==> src/rtl/fifo_rd_packer.sv <==
// rtl/fifo_rd_packer.sv - pops FIFO words and packs PACK of them into one wide stream word
module fifo_rd_packer #(
  parameter int WIDTH = 16,
  parameter int PACK  = 2,
  parameter int CNT_W = 16
) (
  input  logic                       rd_clk,
  input  logic                       rst_n,
  input  logic                       fifo_empty,
  output logic                       rd_en,
  input  logic [WIDTH-1:0]           rd_data,
  input  logic                       flush,
  output logic                       out_valid,
  input  logic                       out_ready,
  output logic [WIDTH*PACK-1:0]      out_data,
  output logic [$clog2(PACK+1)-1:0]  out_words,
  output logic [CNT_W-1:0]           word_cnt
);

  localparam int CW = $clog2(PACK+1);
  localparam int DW = WIDTH * PACK;
  localparam logic [CW-1:0] FULL = CW'(PACK);

  logic [DW-1:0]    acc_q, acc_d;
  logic [CW-1:0]    acc_cnt_q, acc_cnt_d;
  logic             pend_q;
  logic             out_valid_q, out_valid_d;
  logic [DW-1:0]    out_data_q, out_data_d;
  logic [CW-1:0]    out_words_q, out_words_d;
  logic [CNT_W-1:0] word_cnt_q, word_cnt_d;

  logic          accept;
  logic          acc_full;
  logic          flush_req;
  logic          xfer;
  logic [CW-1:0] acc_eff;
  logic [CW:0]   in_flight;

  // Pop decision looks ahead: a transfer this cycle frees the whole accumulator.
  always_comb begin
    accept    = out_valid_q && out_ready;
    acc_full  = (acc_cnt_q == FULL);
    flush_req = flush && (acc_cnt_q != '0);
    xfer      = (acc_full || (flush_req && !pend_q)) && (!out_valid_q || out_ready);
    acc_eff   = xfer ? '0 : acc_cnt_q;
    in_flight = {1'b0, acc_eff} + {{CW{1'b0}}, pend_q};
    rd_en     = rst_n && !fifo_empty && !flush_req && (in_flight < (CW+1)'(PACK));
  end

  always_comb begin
    acc_d       = acc_q;
    acc_cnt_d   = acc_cnt_q;
    out_valid_d = out_valid_q;
    out_data_d  = out_data_q;
    out_words_d = out_words_q;
    word_cnt_d  = word_cnt_q;

    if (xfer) begin
      out_data_d  = acc_q;
      out_words_d = acc_cnt_q;
      out_valid_d = 1'b1;
      acc_d       = '0;
      acc_cnt_d   = '0;
    end else if (accept) begin
      out_valid_d = 1'b0;
    end

    // A landing word never meets a transfer: xfer requires pend low or a full accumulator.
    if (pend_q && !acc_full) begin
      acc_d[int'(acc_cnt_q)*WIDTH +: WIDTH] = rd_data;
      acc_cnt_d = acc_cnt_q + CW'(1);
    end

    if (accept) begin
      word_cnt_d = word_cnt_q + CNT_W'(1);
    end
  end

  always_ff @(posedge rd_clk or negedge rst_n) begin
    if (!rst_n) begin
      acc_q       <= '0;
      acc_cnt_q   <= '0;
      pend_q      <= 1'b0;
      out_valid_q <= 1'b0;
      out_data_q  <= '0;
      out_words_q <= '0;
      word_cnt_q  <= '0;
    end else begin
      acc_q       <= acc_d;
      acc_cnt_q   <= acc_cnt_d;
      pend_q      <= rd_en;
      out_valid_q <= out_valid_d;
      out_data_q  <= out_data_d;
      out_words_q <= out_words_d;
      word_cnt_q  <= word_cnt_d;
    end
  end

  assign out_valid = out_valid_q;
  assign out_data  = out_data_q;
  assign out_words = out_words_q;
  assign word_cnt  = word_cnt_q;

endmodule
==> config.mk <==
export PLATFORM = sky130hd
export DESIGN_NAME = fifo_rd_packer
export DESIGN_NICKNAME = d
export VERILOG_FILES = /design/src/rtl/fifo_rd_packer.sv
export SDC_FILE = /design/constraint.sdc
export NUM_CORES = 1
export LEC_CHECK = 0
export CAP_MARGIN = 20
export CORE_ASPECT_RATIO = 1.25
export CORE_MARGIN = 2
export CORE_UTILIZATION = 50
export DETAILED_ROUTE_END_ITERATION = 16
export GPL_ROUTABILITY_DRIVEN = 0
export GPL_TIMING_DRIVEN = 0
export PLACE_DENSITY_LB_ADDON = 0.15
export SLEW_MARGIN = 20
export SYNTH_ARGS = -nofsm -noshare
export SYNTH_HDL_FRONTEND = slang
export SYNTH_SLANG_ARGS = --single-unit
==> constraint.sdc <==
create_clock -name rd_clk -period 2.3 [get_ports rd_clk]
set_input_delay 0.345 -clock rd_clk [delete_from_list [all_inputs] [get_ports rd_clk]]
set_output_delay 0.345 -clock rd_clk [all_outputs]
set_load 0.01 [all_outputs]
* Yosys cells after proc, flatten, opt, wreduce, memory -nomap -nowiden *
Index checks and enable logic that the tools add are counted.

storage, ports and cells
  output and inout bits = 52
  input port bits = 21
  bits in registers = 86

cells by class
  mux-type cells = 7
  equality and inequality tests = 1
  $lt $le $gt $ge = 1
  add/sub/neg operators = 4
  shift-type cells = 2
  reductions and logical operators = 17

operators with widths
  kind                                                        number
  2-to-1 mux 32 bit                                           2
  negation 6 -> 33 bit                                        1
  variable shift 16 x 33 -> 32 bit, first input constant      1
  indexed part select 16 x 33 -> 32 bit                       1
  bitwise mux 32 bit                                          1
  adder 16 x 1 -> 16 bit, second input constant               1
  logical AND 1 bit                                           8
  logical NOT 1 bit                                           5
  2-to-1 mux 2 bit                                            2
  nonzero test 2 bit                                          2
  adder 2 x 1 -> 3 bit                                        1
  less-than comparator 3 x 2 -> 1 bit, second input constant  1
  adder 2 x 1 -> 2 bit, second input constant                 1
  equality test 2 bit, second input constant                  1
  logical OR 1 bit                                            2
  2-to-1 mux 1 bit                                            2

* Logic depth before layout (Yosys ltp) *
  word-level depth = 9
  mapped depth = 9
  depth with buffers taken out = 6

* Worst setup path before layout *
Ideal clock, no wire load.

  path type = reg2out
  start = register acc_cnt_q[0]
  end = output rd_en
  slack = 308 ps
  stages on the path, launching flop included = 8
  data arrival time = 1647 ps
  cell sequence = dfrtp_1 inv_1 ha_1 nor3b_2 o21ai_2 buf_4 buf_6 a21oi_1

between the ends
  longest elaborated chain between the ends = 9

ends and longest elaborated chain
  item                                 line  source
  start: declaration                   25    logic [CW-1:0] acc_cnt_q, acc_cnt_d;
  start signal: assignment             90    acc_cnt_q <= acc_cnt_d;
  nonzero test 2 bit                   43    flush_req = flush && (acc_cnt_q != '0);
  logical AND 1 bit                    43
  logical AND 1 bit                    44    xfer = (acc_full || (flush_req && !pend_q)) && (!out_valid_q || out_ready);
  logical OR 1 bit                     44
  logical AND 1 bit                    44
  2-to-1 mux 2 bit                     --
  adder 2 x 1 -> 3 bit                 46    in_flight = {1'b0, acc_eff} + {{CW{1'b0}}, pend_q};
  less-than comparator 3 x 2 -> 1 bit  47    rd_en = rst_n && !fifo_empty && !flush_req && (in_flight < (CW+1)'(PACK));
  logical AND 1 bit (*)                47
  end: declaration                     10    output logic rd_en,

Every way passes the cells marked *; elsewhere a longest branch is shown, timed or not.

* Final worst setup path *
Same ends and word-level chain as after synthesis.

==> flow_results.org <==
** Synth
- The number of nets in the synthesized netlist is 258.
- Of all flip-flops after synthesis, the portion carrying an async set or reset was 1.000.
- Cell types occupying the most area after synthesis :: sky130_fd_sc_hd__dfrtp_1, sky130_fd_sc_hd__mux2_2, sky130_fd_sc_hd__a22o_1
- Number of library cell types mapped by synthesis :: 32
- Ranked by instance count, the synthesized netlist is headed by sky130_fd_sc_hd__dfrtp_1, sky130_fd_sc_hd__a22o_1, sky130_fd_sc_hd__mux2_2.
- During synthesis, Yosys emitted a total of 0 warnings.
- Gate Count Post-Synth :: 233
- Fraction of the yosys area taken by sequential cells :: 0.6324
- FF+latch count, synth :: 86
- The synthesized netlist occupies a cell area of 3403 µm².
- Top FF cell, synth :: sky130_fd_sc_hd__dfrtp_1
- In the post-synthesis netlist, the cell with the most instances is sky130_fd_sc_hd__dfrtp_1.
- Dividing the synthesized area by the synthesized cell count gives 14.61 µm².
- Dominant cell type by area after synthesis :: sky130_fd_sc_hd__dfrtp_1
- The share of synthesized area in the top cell type comes to 0.6324.
- Number of enable-type register cells in the synthesized netlist :: 0

** Final layout
- Ratio of cells with drive above 1 in the final layout :: 0.2348
- After routing the design area is 4552 µm².
- Antenna cells :: 0
- The final layout contains 348 nets.
- Area growth syn-to-layout :: 33.75%
- Measured on the finished design, the core utilization comes to 0.6933.
- Count of fill cells added during filler insertion :: 469

** Route
- For this block, the via count after detailed routing is 2,172.
- Vias per cell :: 5.234
- In the routed design, unresolved DRC markers number 0.
- In this run the remaining antenna-violating nets after routing total 0.
- Total wire length after detailed routing :: 6665 µm
- After detailed routing, the average wire length per cell comes to 16.06 µm.
- For this block, the initial DRC count from the detailed router was 138.
- For this run, the detailed router's first-pass iteration total came to 4.

** Placement
- In this run the cell area measured after placement is 4258 µm².
- Detailed placement ended at an HPWL of 4449 µm.
- Number of buffer cells added on primary ports :: 72

** Power and ir drop
- Power density over the cells :: 1014 nW/µm²
- The worst-case IR drop observed on VDD is 0.5639 mV.
- Cell leakage power :: 2.155 nW

** Timing
- At the pin with the least slew margin, the transition time is 596.6 ps.
- Max Transition Viols Final :: 0
- Hold WS :: 451.9 ps
- Derived from the worst setup path, the maximum achievable clock frequency is 452.2 MHz.
- Setup violations remaining at the end of the flow were counted as 0.
- Post-route fraction of the period consumed by the critical path :: 0.9615
- Final hold violations :: 0
- The worst path needs 2211 ps of the cycle, external delays included.
- After routing, the total negative slack on setup checks comes to 0 ps.
- Slew margin rel. :: 0.5992
- Final Skew :: 4.958 ps

** Clock network
- The cell sitting at the root of the clock tree is a sky130_fd_sc_hd__clkbuf_8.
- CTS built an H-tree with a depth of 3.
- Clock-pin slew was measured on the worst setup and hold paths at 80 ps.
- Total clock buffers created by CTS :: 9
- CTS tree :: built
- Counting every sink on the clock net gives 86.
- Max clock buf depth :: 2
- Source-to-sink clock delay at the later pin of the worst-skew pair :: 350 ps

** Setup path
- STA puts the critical path data arrival time at 1870 ps.
- Worst path max stage delay :: 360 ps
- Among the stages of the critical path, the cell type that occurs most often is sky130_fd_sc_hd__buf_6.
- Critical Path, Cell by Cell :: inv_1 -> ha_4 -> nor3b_4 -> o21ai_2 -> buf_6 -> buf_6 -> a21oi_2 -> buf_2
- Startpoint types :: register
- Critical path data required time :: 1960 ps
- Together, buffers and inverters on the worst path number 4.
- Startpoint of the worst register-to-register path :: acc_cnt_q[1]$_DFF_PN0_
- Grouping stages by cell kind, the critical path spends the most delay in buffers and inverters.
- CP startpoint :: acc_cnt_q[0]$_DFF_PN0_
- Of all nets on the critical path, the largest fanout is 10.
- The worst setup path is captured at an output port.
- The critical path is of the register to output port type.
- For this design, the slowest cell found on the critical path is sky130_fd_sc_hd__dfrtp_2.

** Job
- Number of maximum-capacitance constraint violations :: 0

** Floorplan
- For this configuration, the core starts out at a cell density of 0.5184.
- Die width :: 77.79 µm
- In this run the core area contains 33 standard-cell rows.
- The floorplan step defined a core boundary enclosing 6565 µm².
- Die Y :: 96.24 µm
- Die Footprint :: 7487 µm²
- Number of placed I/O pins :: 73

** Global routing
- Number of antenna violations at the first check in global routing :: 0
- Remaining global-route overflow :: 0
- Vias in the first global route :: 2,185
- Total track usage :: 0.1926
- Maximum number of pins on one net before global-route repair :: 61
- The first global-routing pass estimated 10,850 µm of wire.

** Worst hold path
- Type of the most critical hold path :: input pin to asynchronous set/reset pin

** Outcome
- Status :: finished, final reports clean
==> cells in the final DEF (no fill, tap or decap), types with 2 or more instances in the layout <==
master / n
sky130_fd_sc_hd__ha_1: 3
sky130_fd_sc_hd__buf_6: 7
sky130_fd_sc_hd__and3_1: 2
sky130_fd_sc_hd__nand2_1: 16
sky130_fd_sc_hd__a22o_1: 32
sky130_fd_sc_hd__bufinv_16: 2
sky130_fd_sc_hd__dfrtp_1: 85
sky130_fd_sc_hd__xnor2_1: 11
sky130_fd_sc_hd__buf_4: 8
sky130_fd_sc_hd__mux2_1: 3
sky130_fd_sc_hd__buf_2: 3
sky130_fd_sc_hd__inv_1: 2
sky130_fd_sc_hd__xor2_1: 4
sky130_fd_sc_hd__nand4_1: 2
sky130_fd_sc_hd__nor3_2: 2
sky130_fd_sc_hd__and2_1: 2
sky130_fd_sc_hd__nor2_1: 2
sky130_fd_sc_hd__clkbuf_8: 10
sky130_fd_sc_hd__mux2_2: 30
sky130_fd_sc_hd__nand3_1: 4
sky130_fd_sc_hd__clkinv_4: 2
sky130_fd_sc_hd__nand2b_1: 2
sky130_fd_sc_hd__o21ai_0: 3
sky130_fd_sc_hd__clkdlybuf4s50_1: 70
sky130_fd_sc_hd__and4_1: 3
==> sequential cells by signal (all words and copies together) (netlist names) <==
register	count
acc_cnt_q	2
acc_q	32
out_data	32
out_valid	1
out_words	2
pend_q	1
word_cnt	16
==> worst register-to-register path, delay by kind of cell (launching register included) <==
kind                       cells  cell delay, ps
AOI/OAI and AO/OA              1             150
adders and majority gates      1             220
buffers and inverters          3             570
DFF                            1             400
and+or+nand+nor                3             620
==> cells by family after synthesis <==
family	synth area share
compound gates	0.09632
xor+xnor	0.03860
fa+ha+maj	0.01471
buf+inv	0.03272
flops	0.6324
mux	0.1121
simple gates	0.07316
==> power by group <==
group / switching [mW] / leakage [nW] / total, mW / internal [mW]
registers: 0.185 / 1.18 / 1.98 / 1.80
logic: 0.673 / 0.865 / 1.46 / 0.784
clock network: 0.532 / 0.113 / 1.18 / 0.644
total: 1.39 / 2.15 / 4.62 / 3.23
==> repair_timing <==
action                     in CTS  in global routing
gates resized for setup        11                  0
setup endpoints to repair       1                  1
hold endpoints to repair       26                  0
pin swaps                       2                  3
hold buffers                    1                  0
setup buffers                   4                  1
==> metal layers <==
layer	track usage	wire length [µm]
met5	0	0
met4	0.08482	119
met3	0.04034	223
met2	0.2996	3208
met1	0.2633	3114
==> metrics by stage <==
stage | instances | power, mW | setup WS (ps)
3_5_place_dp | 393 | 3.394 | -402.5
6_report | 415 | 4.617 | 88.62
5_1_grt | 415 | 4.886 | -7.830
4_1_cts | 414 | 4.651 | 78.77
3_3_place_gp | 392 | 3.362 | -2739
2_1_floorplan | 233 | 2.818 | 307.6
==> final timing paths <==
kind | slack, ps | endpoint | depth (start not counted)
setup reg to reg | 270 | acc_q[12]$_DFF_PN0_ | 8
setup / recovery | 90 | rd_en | 8
max in group asynchronous | 1240 | out_data[22]$_DFFE_PN0P_ | 3
min in group rd_clk | 470 | word_cnt[15]$_DFFE_PN0P_ | 1
hold reg to reg | 470 | word_cnt[15]$_DFFE_PN0P_ | 1
hold / removal | 450 | word_cnt[13]$_DFFE_PN0P_ | 2
==> area by class of cell <==
| class | count | area [µm²] | share of cell area |
|---|---|---|---|
| inverter | 3 | 11.26 | 0.002474 |
| multi-input combinational | 133 | 1162 | 0.2554 |
| clock inverter | 5 | 82.58 | 0.01814 |
| sequential | 86 | 2153 | 0.4731 |
| buffer | 11 | 103.9 | 0.02281 |
| clock buffer | 11 | 141.4 | 0.03106 |
| tap | 87 | 108.9 | 0.02391 |
| timing repair buffer | 79 | 788.3 | 0.1732 |
No activity file was read; power rests on OpenSTA's default activity.
